--- src/rtl/reg_file_pkg.sv ---
// Shared types and default sizes for the register file and its write-port driver.
package reg_file_pkg;

    localparam int REG_WIDTH_DEF  = 32;
    localparam int ADDR_WIDTH_DEF = 4;

    typedef enum logic {INIT, RUN} wb_state_e;
    typedef enum logic {CH_ALU, CH_MEM} wb_chan_e;

endpackage

--- src/rtl/wb_rr_arb2.sv ---
// Two-requester round-robin arbiter; bit 0 is the ALU, bit 1 the load unit.
module wb_rr_arb2
    import reg_file_pkg::*;
(
    input  logic       i_clk,
    input  logic       i_rst_n,
    input  logic [1:0] i_req,
    input  logic       i_en,
    output logic [1:0] o_gnt
);

    wb_chan_e prio;

    always_comb begin
        o_gnt = 2'b00;
        if (i_en) begin
            case (i_req)
                2'b01:   o_gnt = 2'b01;
                2'b10:   o_gnt = 2'b10;
                2'b11:   o_gnt = (prio == CH_ALU) ? 2'b01 : 2'b10;
                default: o_gnt = 2'b00;
            endcase
        end
    end

    // The loser of any grant gets priority next time; idle cycles leave it alone.
    always_ff @(posedge i_clk or negedge i_rst_n) begin
        if (!i_rst_n) begin
            prio <= CH_ALU;
        end else if (o_gnt != 2'b00) begin
            prio <= o_gnt[0] ? CH_MEM : CH_ALU;
        end
    end

endmodule

--- src/rtl/reg_file_writer.sv ---
// Single write-port driver for reg_file: zero sweep after reset, then
// round-robin writeback from the ALU and load unit, one registered write per cycle.
module reg_file_writer
    import reg_file_pkg::*;
#(
    parameter int REG_WIDTH          = REG_WIDTH_DEF,
    parameter int ADDR_WIDTH         = ADDR_WIDTH_DEF,
    parameter bit ZERO_REG_HARDWIRED = 1'b1
) (
    input  logic                  i_clk,
    input  logic                  i_rst_n,
    input  logic                  i_alu_valid,
    output logic                  o_alu_ready,
    input  logic [ADDR_WIDTH-1:0] i_alu_addr,
    input  logic [REG_WIDTH-1:0]  i_alu_val,
    input  logic                  i_mem_valid,
    output logic                  o_mem_ready,
    input  logic [ADDR_WIDTH-1:0] i_mem_addr,
    input  logic [REG_WIDTH-1:0]  i_mem_val,
    output logic [ADDR_WIDTH-1:0] o_reg_addr_w,
    output logic [REG_WIDTH-1:0]  o_reg_val_w,
    output logic                  o_write_en,
    output logic                  o_init_done
);

    localparam int NUM_REGS = 1 << ADDR_WIDTH;
    localparam logic [ADDR_WIDTH-1:0] LAST_ADDR = ADDR_WIDTH'(NUM_REGS - 1);

    wb_state_e             state;
    logic [ADDR_WIDTH-1:0] sweep_cnt;
    logic [1:0]            gnt;
    logic                  init_done_r;
    logic [ADDR_WIDTH-1:0] wr_addr_p1;
    logic [REG_WIDTH-1:0]  wr_val_p1;
    logic                  vld_p1;

    // A runtime write to register 0 is swallowed when it is hardwired.
    function automatic logic write_kept(input logic [ADDR_WIDTH-1:0] addr);
        return !(ZERO_REG_HARDWIRED && (addr == '0));
    endfunction

    wb_rr_arb2 u_arb (
        .i_clk   (i_clk),
        .i_rst_n (i_rst_n),
        .i_req   ({i_mem_valid, i_alu_valid}),
        .i_en    (state == RUN),
        .o_gnt   (gnt)
    );

    assign o_alu_ready = gnt[0];
    assign o_mem_ready = gnt[1];

    // p0 -> p1: accepted request (or sweep entry) becomes the registered write.
    always_ff @(posedge i_clk or negedge i_rst_n) begin
        if (!i_rst_n) begin
            state       <= INIT;
            sweep_cnt   <= '0;
            init_done_r <= 1'b0;
            wr_addr_p1  <= '0;
            wr_val_p1   <= '0;
            vld_p1      <= 1'b0;
        end else begin
            case (state)
                INIT: begin
                    vld_p1     <= 1'b1;
                    wr_addr_p1 <= sweep_cnt;
                    wr_val_p1  <= '0;
                    if (sweep_cnt == LAST_ADDR) begin
                        state       <= RUN;
                        init_done_r <= 1'b1;
                    end else begin
                        sweep_cnt <= sweep_cnt + 1'b1;
                    end
                end
                RUN: begin
                    if (gnt[0]) begin
                        wr_addr_p1 <= i_alu_addr;
                        wr_val_p1  <= i_alu_val;
                        vld_p1     <= write_kept(i_alu_addr);
                    end else if (gnt[1]) begin
                        wr_addr_p1 <= i_mem_addr;
                        wr_val_p1  <= i_mem_val;
                        vld_p1     <= write_kept(i_mem_addr);
                    end else begin
                        vld_p1 <= 1'b0;
                    end
                end
                default: begin
                    state <= INIT;
                end
            endcase
        end
    end

    assign o_reg_addr_w = wr_addr_p1;
    assign o_reg_val_w  = wr_val_p1;
    assign o_write_en   = vld_p1;
    assign o_init_done  = init_done_r;

endmodule

--- config.mk ---
export PLATFORM = sky130hd
export DESIGN_NAME = reg_file_writer
export DESIGN_NICKNAME = d
export VERILOG_FILES = /design/src/rtl/reg_file_pkg.sv /design/src/rtl/wb_rr_arb2.sv /design/src/rtl/reg_file_writer.sv
export SDC_FILE = /design/constraint.sdc
export NUM_CORES = 1
export LEC_CHECK = 0
export ABC_AREA = 1
export CAP_MARGIN = 5
export CORE_ASPECT_RATIO = 2
export CORE_MARGIN = 5
export CORE_UTILIZATION = 43
export DETAILED_ROUTE_END_ITERATION = 10
export GPL_TIMING_DRIVEN = 1
export PLACE_DENSITY_LB_ADDON = 0.1
export SLEW_MARGIN = 15
export SYNTH_ARGS = -nofsm -noshare
export SYNTH_HDL_FRONTEND = slang
export SYNTH_HIERARCHICAL = 1
export SYNTH_SLANG_ARGS = --single-unit
--- constraint.sdc ---
create_clock -name i_clk -period 3 [get_ports i_clk]
set_input_delay 0.6 -clock i_clk [delete_from_list [all_inputs] [get_ports i_clk]]
set_output_delay 0.6 -clock i_clk [all_outputs]
set_load 0.02 [all_outputs]
==> summary.txt, run 1 <==
Outcome
  • Status: completed

CTS
  • Post-CTS Hold Fix Bufs: 0
  • H-tree depth reported by CTS: 2
  • Clock latency on the worst-skew pair: 0.29 ns
  • Post-CTS Setup Bufs: 0
  • TritonCTS clock tree: done
  • Root buffer cell: clkbuf_8
  • Clock transition at the registers of the reported paths: 0.08 ns
  • CTS sink count: 44
  • Clk buf depth: 2
  • Post-CTS sizing: 0
  • TritonCTS Buffers: 5

Power and ir drop
  • Clock power frac: 22.9%
  • Comb power frac: 33.9%
  • Sw Share: 31.01%
  • Max VDD drop: 0.0004181 V
  • Internal power: 1.136 mW
  • Power Density: 480.0 nW/µm²
  • Leak Pwr: 1.528 nW
  • Sequential power share: 43.3%
  • P_sw: 0.5106 mW

Setup path
  • Critical path type: in -> out
  • Worst path max stage delay: 0.65 ns
  • Worst setup SP type: input port
  • Worst Setup End Kind: primary output
  • Crit path max fanout: 3
  • Reg2Reg Setup Slack: 1.16 ns
  • Delay-heaviest family, CP: buffers and inverters
  • Buf/Inv on CP: 2
  • Critical Path AT: 2.03 ns
  • CP Cell Sequence: clkdlybuf4s50_1 > nand2_1 > a21oi_1 > clkdlybuf4s50_1
  • Slowest CP cell: clkdlybuf4s50_1
  • Req. time, crit path: 2.40 ns
  • Most Frequent Cell on Critical Path: clkdlybuf4s50_1

Global route
  • Gr usage total: 19.42%
  • GR Util met1: 20.40%
  • Global-route wire length before repair: 9.942 mm
  • Initial antenna violation count: 0
  • Largest net degree at the start of global routing: 45
  • Met2 usage: 35.17%
  • M3 GR Usage: 4.756%
  • Top Usage Layer GRT: met2
  • Grt ovf: 0
  • Vias in the first global route: 2186

Synth
  • Syn. warnings: 6
  • #FFs+latches synth: 44
  • Yosys top cell area share: 49.77%
  • Top-count cell post-synth: nand2_1
  • Top FF cell, synth: dfrtp_1
  • Sequential fraction of the synthesis area: 49.77%
  • Cell count after synthesis: 265
  • Ys async rst share: 100.0%
  • Synth top area cells: dfrtp_1 (50%), nand2_1 (17%), a21boi_0 (11%)
  • Synthesized area per cell: 8.348 µm²
  • Netlist cell types: 20
  • Number of synthesized flops with an enable pin: 0
  • Synth cell count leaders: nand2_1 (98), dfrtp_1 (44), a21boi_0 (32), o21ai_1 (30), nor2_1 (13)
  • Syn Nets: 342
  • Synth area leader: dfrtp_1
  • Synth Cell Area: 2212 µm²

Cells and area
  • Final-stage net count: 451
  • Final Util: 67.37%
  • Area growth from synthesis to layout: 55.09%
  • Antenna Cells: 0
  • Layout cells sized above 1: 4.000%

Floorplan
  • Die H: 111.4 µm
  • Die X: 60.72 µm
  • Core ar.: 5092 µm²
  • I/O pins: 116
  • Initial Util: 43.44%
  • FP Rows: 37
  • Die area: 6766 µm²

STA
  • Rel. slew slack: 35.69%
  • Final Max Slew Viols: 0
  • Worst-case hold slack: 0.4551 ns
  • Setup-failing EPs final: 0
  • Total negative setup slack: 0 ns
  • Part of the cycle the worst path needs: 87.75%
  • Min Tclk post-route: 2.633 ns
  • Worst Tran Pin Value: 0.9646 ns
  • F_max: 379.9 MHz
  • RSZ-0062 raised after global routing: false
  • Final hold viol count: 0
  • Clock Skew: 0.006159 ns

Drt
  • Vias/cell: 5.018
  • Iter 0 DRT Violations: 99
  • Drt drc: 0
  • Routed len/inst: 14.60 µm
  • Final WL: 6.322 mm
  • Final antenna-violating net count: 0
  • Routed vias: 2173
  • Pre-antenna DRT Iters: 4

Min path
  • Min-delay worst type: in -> async

Placed design
  • RePlAce Congestion: 0.8414
  • Quantity of I/O buffers inserted on ports: 115
  • Hpwl dp: 4.711 mm

Job
  • Max Cap Violations: 0
==> power groups by stage <==
stage               combinational [mW]  sequential (mW)  clock, mW
finish                           0.558            0.712      0.376
global placement                 0.561            0.721          0
CTS                              0.569            0.713      0.393
global route                     0.605            0.722      0.421
floorplan                        0.163            0.823          0
detailed placement               0.568            0.725          0
==> stage by stage <==
stage / cells / power [mW] / worst slack, ns / instance area, µm²
6_report: 433 / 1.647 / 0.3674 / 3431
5_1_grt: 433 / 1.747 / 0.2782 / 3431
4_1_cts: 433 / 1.675 / 0.3665 / 3431
3_5_place_dp: 425 / 1.292 / 0.3776 / 3338
3_3_place_gp: 425 / 1.282 / 0.3992 / 3338
2_1_floorplan: 265 / 0.9860 / 1.223 / 2212
==> flip-flops by register name, summed over array words and instances, names as in the netlist <==
signal and flops:
o_init_done 1, sweep_cnt 4, o_reg_val_w 32, u_arb/prio 1
state 1, o_write_en 1, o_reg_addr_w 4
==> path summary, 6_finish.rpt <==
check | startpoint | endpoint | cells past startpoint
max | i_mem_valid | o_mem_ready | 4
min | i_rst_n | o_reg_val_w[30] | 1
max reg2reg | state | o_reg_val_w[13] | 9
min reg2reg | o_reg_val_w[28] | o_reg_val_w[28] | 2
max in group asynchronous | i_rst_n | o_reg_val_w[21] | 1
min in group i_clk | o_reg_val_w[28] | o_reg_val_w[28] | 2
==> area by class of cell <==
type	count	area, µm²
clock buffers	6	82.58
clock inverters	2	10.01
fillers	447	1662
inverters	12	52.55
multi-input cells	194	950.9
flip-flops and latches	44	1101
well taps	58	72.57
repair buffers	117	1161
==> metal layers <==
metal | vias up | share of wire, % | routed length (µm)
li1 | 1074 | - | -
met1 | 1019 | 35 | 2228
met2 | 69 | 56 | 3549
met3 | 11 | 6.2 | 390
met4 | 0 | 2.4 | 153
met5 | - | 0 | 0
==> cell usage in the layout, fill, tap and decap left out, drive strengths merged <==
master and count:
nand3b 1, a21oi 2, nand2 99, o21bai 1
nand3 8, clkbuf 6, o21ai 35, a21boi 32
buf 3, clkinv 2, ha 1, nor2 13
dfrtp 44, clkdlybuf4s50 114, xnor2 2, inv 12
==> kinds of logic after synthesis <==
group | synth area share [%]
AOI/OAI and AO/OA | 19.57
adders and majority gates | 0.5655
and+or+nand+nor | 22.06
buffers and inverters | 7.240
xor gates and xnor gates | 0.7920
DFF | 49.77
==> worst reg2reg max path, stage by stage (launching register included) <==
cell	delay, ns
dfrtp_1	0.37
buf_4	0.18
nand2_1	0.08
inv_1	0.04
nand2_1	0.07
inv_1	0.10
inv_6	0.22
nand3b_4	0.19
nand2_4	0.33
o21ai_0	0.15
No activity file was read; power rests on OpenSTA's default activity.
==> run 2, diff against run 1 <==
GPL_TIMING_DRIVEN = 0   (was 1)
==> run 2 against run 1 <==
  * Via count rose by 1.5%
  * Flip-flop and latch count unchanged
  * Critical endpoint unchanged
  * Global-route usage is 0.28 points higher
  * Final cell count is 3.0% higher
  * Clock skew decreased by 0.0018 ns
  * Wire length up 1.1%
==> summary.txt, run 2 (synthesis results as in run 1) <==
Setup path
  • R2R Path End: o_reg_val_w[16] (was o_reg_val_w[13])
  • Delay-heaviest family, CP: buffers and inverters (unchanged)
  • CP Cell Sequence: clkdlybuf4s50_1 > nand2_1 > a21oi_1 > clkdlybuf4s50_1 (unchanged)
  • Worst setup SP type: input port (unchanged)
  • Most Frequent Cell on Critical Path: clkdlybuf4s50_1 (unchanged)
  • Reg2Reg Setup Slack: 1.37 ns (was 1.16 ns)
  • Critical Path AT: 2.05 ns (was 2.03 ns)
  • Reg2Reg Depth: 9 (unchanged)
  • Slowest CP cell: clkdlybuf4s50_1 (unchanged)
  • Worst Setup End Kind: primary output (unchanged)
  • Crit path max fanout: 3 (unchanged)
  • Req. time, crit path: 2.40 ns (about the same)
  • Worst r2r src: state (unchanged)
  • Worst path max stage delay: 0.66 ns (was 0.65 ns)
  • Crit path from: i_mem_valid (unchanged)
  • Critical path type: in -> out (unchanged)
  • Buf/Inv on CP: 2 (unchanged)

STA
  • RSZ-0062 raised after global routing: false (unchanged)
  • Part of the cycle the worst path needs: 88.25% (was 87.75%)
  • Final hold viol count: 0 (unchanged)
  • F_max: 377.7 MHz (was 379.9 MHz)
  • Rel. slew slack: 68.59% (was 35.69%)
  • Min Tclk post-route: 2.647 ns (was 2.633 ns)
  • Clock Skew: 0.004353 ns (was 0.006159 ns)
  • Final Max Slew Viols: 0 (unchanged)
  • Setup-failing EPs final: 0 (unchanged)
  • Worst Tran Pin Value: 0.4711 ns (was 0.9646 ns)
  • Total negative setup slack: 0 ns (unchanged)

Power and ir drop
  • Leak Pwr: 1.585 nW (was 1.528 nW)
  • Power Density: 464.3 nW/µm² (was 480.0 nW/µm²)
  • Max VDD drop: 0.0003583 V (was 0.0004181 V)
  • Pwr Total: 1.638 mW (was 1.647 mW)

Drt
  • Routed len/inst: 14.33 µm (was 14.60 µm)
  • Routed vias: 2205 (was 2173)
  • M1 WL: 2.238 mm (was 2.228 mm)
  • Met2 wire length: 3.601 mm (was 3.549 mm)
  • Pre-antenna DRT Iters: 4 (unchanged)
  • Iter 0 DRT Violations: 70 (was 99)
  • Highest routed layer: met4 (unchanged)
  • Final antenna-violating net count: 0 (unchanged)
  • Final WL: 6.389 mm (was 6.322 mm)
  • Drt drc: 0 (unchanged)
  • Vias/cell: 4.944 (was 5.018)
  • WL met3: 411 µm (was 390 µm)

Min path
  • Min-delay worst type: in -> async (unchanged)

Placed design
  • Quantity of I/O buffers inserted on ports: 115 (unchanged)
  • RePlAce Congestion: 0.8135 (was 0.8414)
  • Hpwl dp: 5.197 mm (was 4.711 mm)

CTS
  • Clk buf depth: 2 (unchanged)
  • Post-CTS Hold Fix Bufs: 0 (unchanged)
  • H-tree depth reported by CTS: 2 (unchanged)
  • Post-CTS Setup Bufs: 0 (unchanged)
  • Clock transition at the registers of the reported paths: 0.08 ns (about the same)
  • Post-CTS sizing: 0 (unchanged)
  • TritonCTS clock tree: done (unchanged)
  • CTS sink count: 44 (unchanged)
  • Root buffer cell: clkbuf_8 (unchanged)
  • Clock latency on the worst-skew pair: 0.29 ns (about the same)
  • TritonCTS Buffers: 5 (unchanged)

Global route
  • Largest net degree at the start of global routing: 26 (was 45)
  • Global-route wire length before repair: 10.23 mm (was 9.942 mm)
  • Vias in the first global route: 2205 (was 2186)
  • Grt ovf: 0 (unchanged)
  • Gr usage total: 19.70% (was 19.42%)
  • Initial antenna violation count: 0 (unchanged)

Cells and area
  • Fillers: 418 (was 447)
  • Final Util: 69.29% (was 67.37%)
  • Layout cells sized above 1: 6.443% (was 4.000%)
  • Area growth from synthesis to layout: 59.50% (was 55.09%)
  • Max reg flops: 32 (unchanged)
  • Leading cell type in the layout, fill and taps excluded: clkdlybuf4s50_1 (unchanged)
  • Commonest cells after routing, fill and taps aside: clkdlybuf4s50_1 (114), nand2_1 (98), dfrtp_1 (44) (unchanged)
  • Antenna Cells: 0 (unchanged)
  • Final-stage net count: 465 (was 451)

Floorplan
  • Die area: 6766 µm² (unchanged)
  • FP Rows: 37 (unchanged)
  • Core ar.: 5092 µm² (unchanged)
  • Initial Util: 43.44% (unchanged)
  • Die X: 60.72 µm (unchanged)
  • Die H: 111.4 µm (unchanged)
  • I/O pins: 116 (unchanged)

Outcome
  • Status: completed (unchanged)

Job
  • Max Cap Violations: 0 (unchanged)
run 2: cell count changes in the layout (fill, tap and decap cells not counted):
cell      delta
clkbuf_8     -1
buf_4        +2
buf_6        +4
buf_2        +5
buf_12       +1
clkbuf_1     +3
clkinv_2     -1
run 2: worst max path at each step:
stage               depth (start not counted)  slack [ns]              to
floorplan                                   7        1.22  o_reg_val_w[0]
global placement                            1        0.14     o_init_done
detailed placement                          4        0.35     o_mem_ready
CTS                                         4        0.35     o_mem_ready
global route                                4        0.26     o_mem_ready
finish                                      4        0.35     o_mem_ready
run 2: where the power goes:
group          switching [mW]  internal, mW
clock network           0.182         0.158
registers              0.0426         0.672
logic                   0.282         0.301
total                   0.507          1.13
run 2: area by class of cell:
class,count,area (µm²),area share (%)
Buffer,15,107.6,3.050
Clock buffer,6,72.57,2.057
Clock inverter,1,5.005,0.1418
Inverter,12,52.55,1.489
Multi-Input combinational cell,194,950.9,26.95
Sequential cell,44,1101,31.21
Tap cell,58,72.57,2.057
Timing Repair Buffer,116,1166,33.05
run 2: layer usage:
metal	GRT usage, %	vias to the layer above
met3	3.828	10
met5	0	-
met2	35.45	73
li1	-	1100
met1	21.55	1022
met4	7.381	0
run 2: worst register-to-register path, cell delays in order, from the launching register on:
cell	delay, ns
dfrtp_1	0.40
nand2_1	0.08
inv_1	0.04
nand2_1	0.07
inv_1	0.07
buf_6	0.13
inv_6	0.08
clkbuf_1	0.35
a21boi_0	0.18
o21ai_1	0.15
run 2: through the flow:
stage	setup slack, ns	area [µm²]	hold slack [ns]	instances
floorplan	1.223	2212	0.3044	265
global placement	0.1381	3436	0.4643	438
detailed placement	0.3545	3451	0.4735	439
CTS	0.3463	3528	0.2633	446
global route	0.2616	3528	0.2787	446
finish	0.3526	3528	0.2525	446
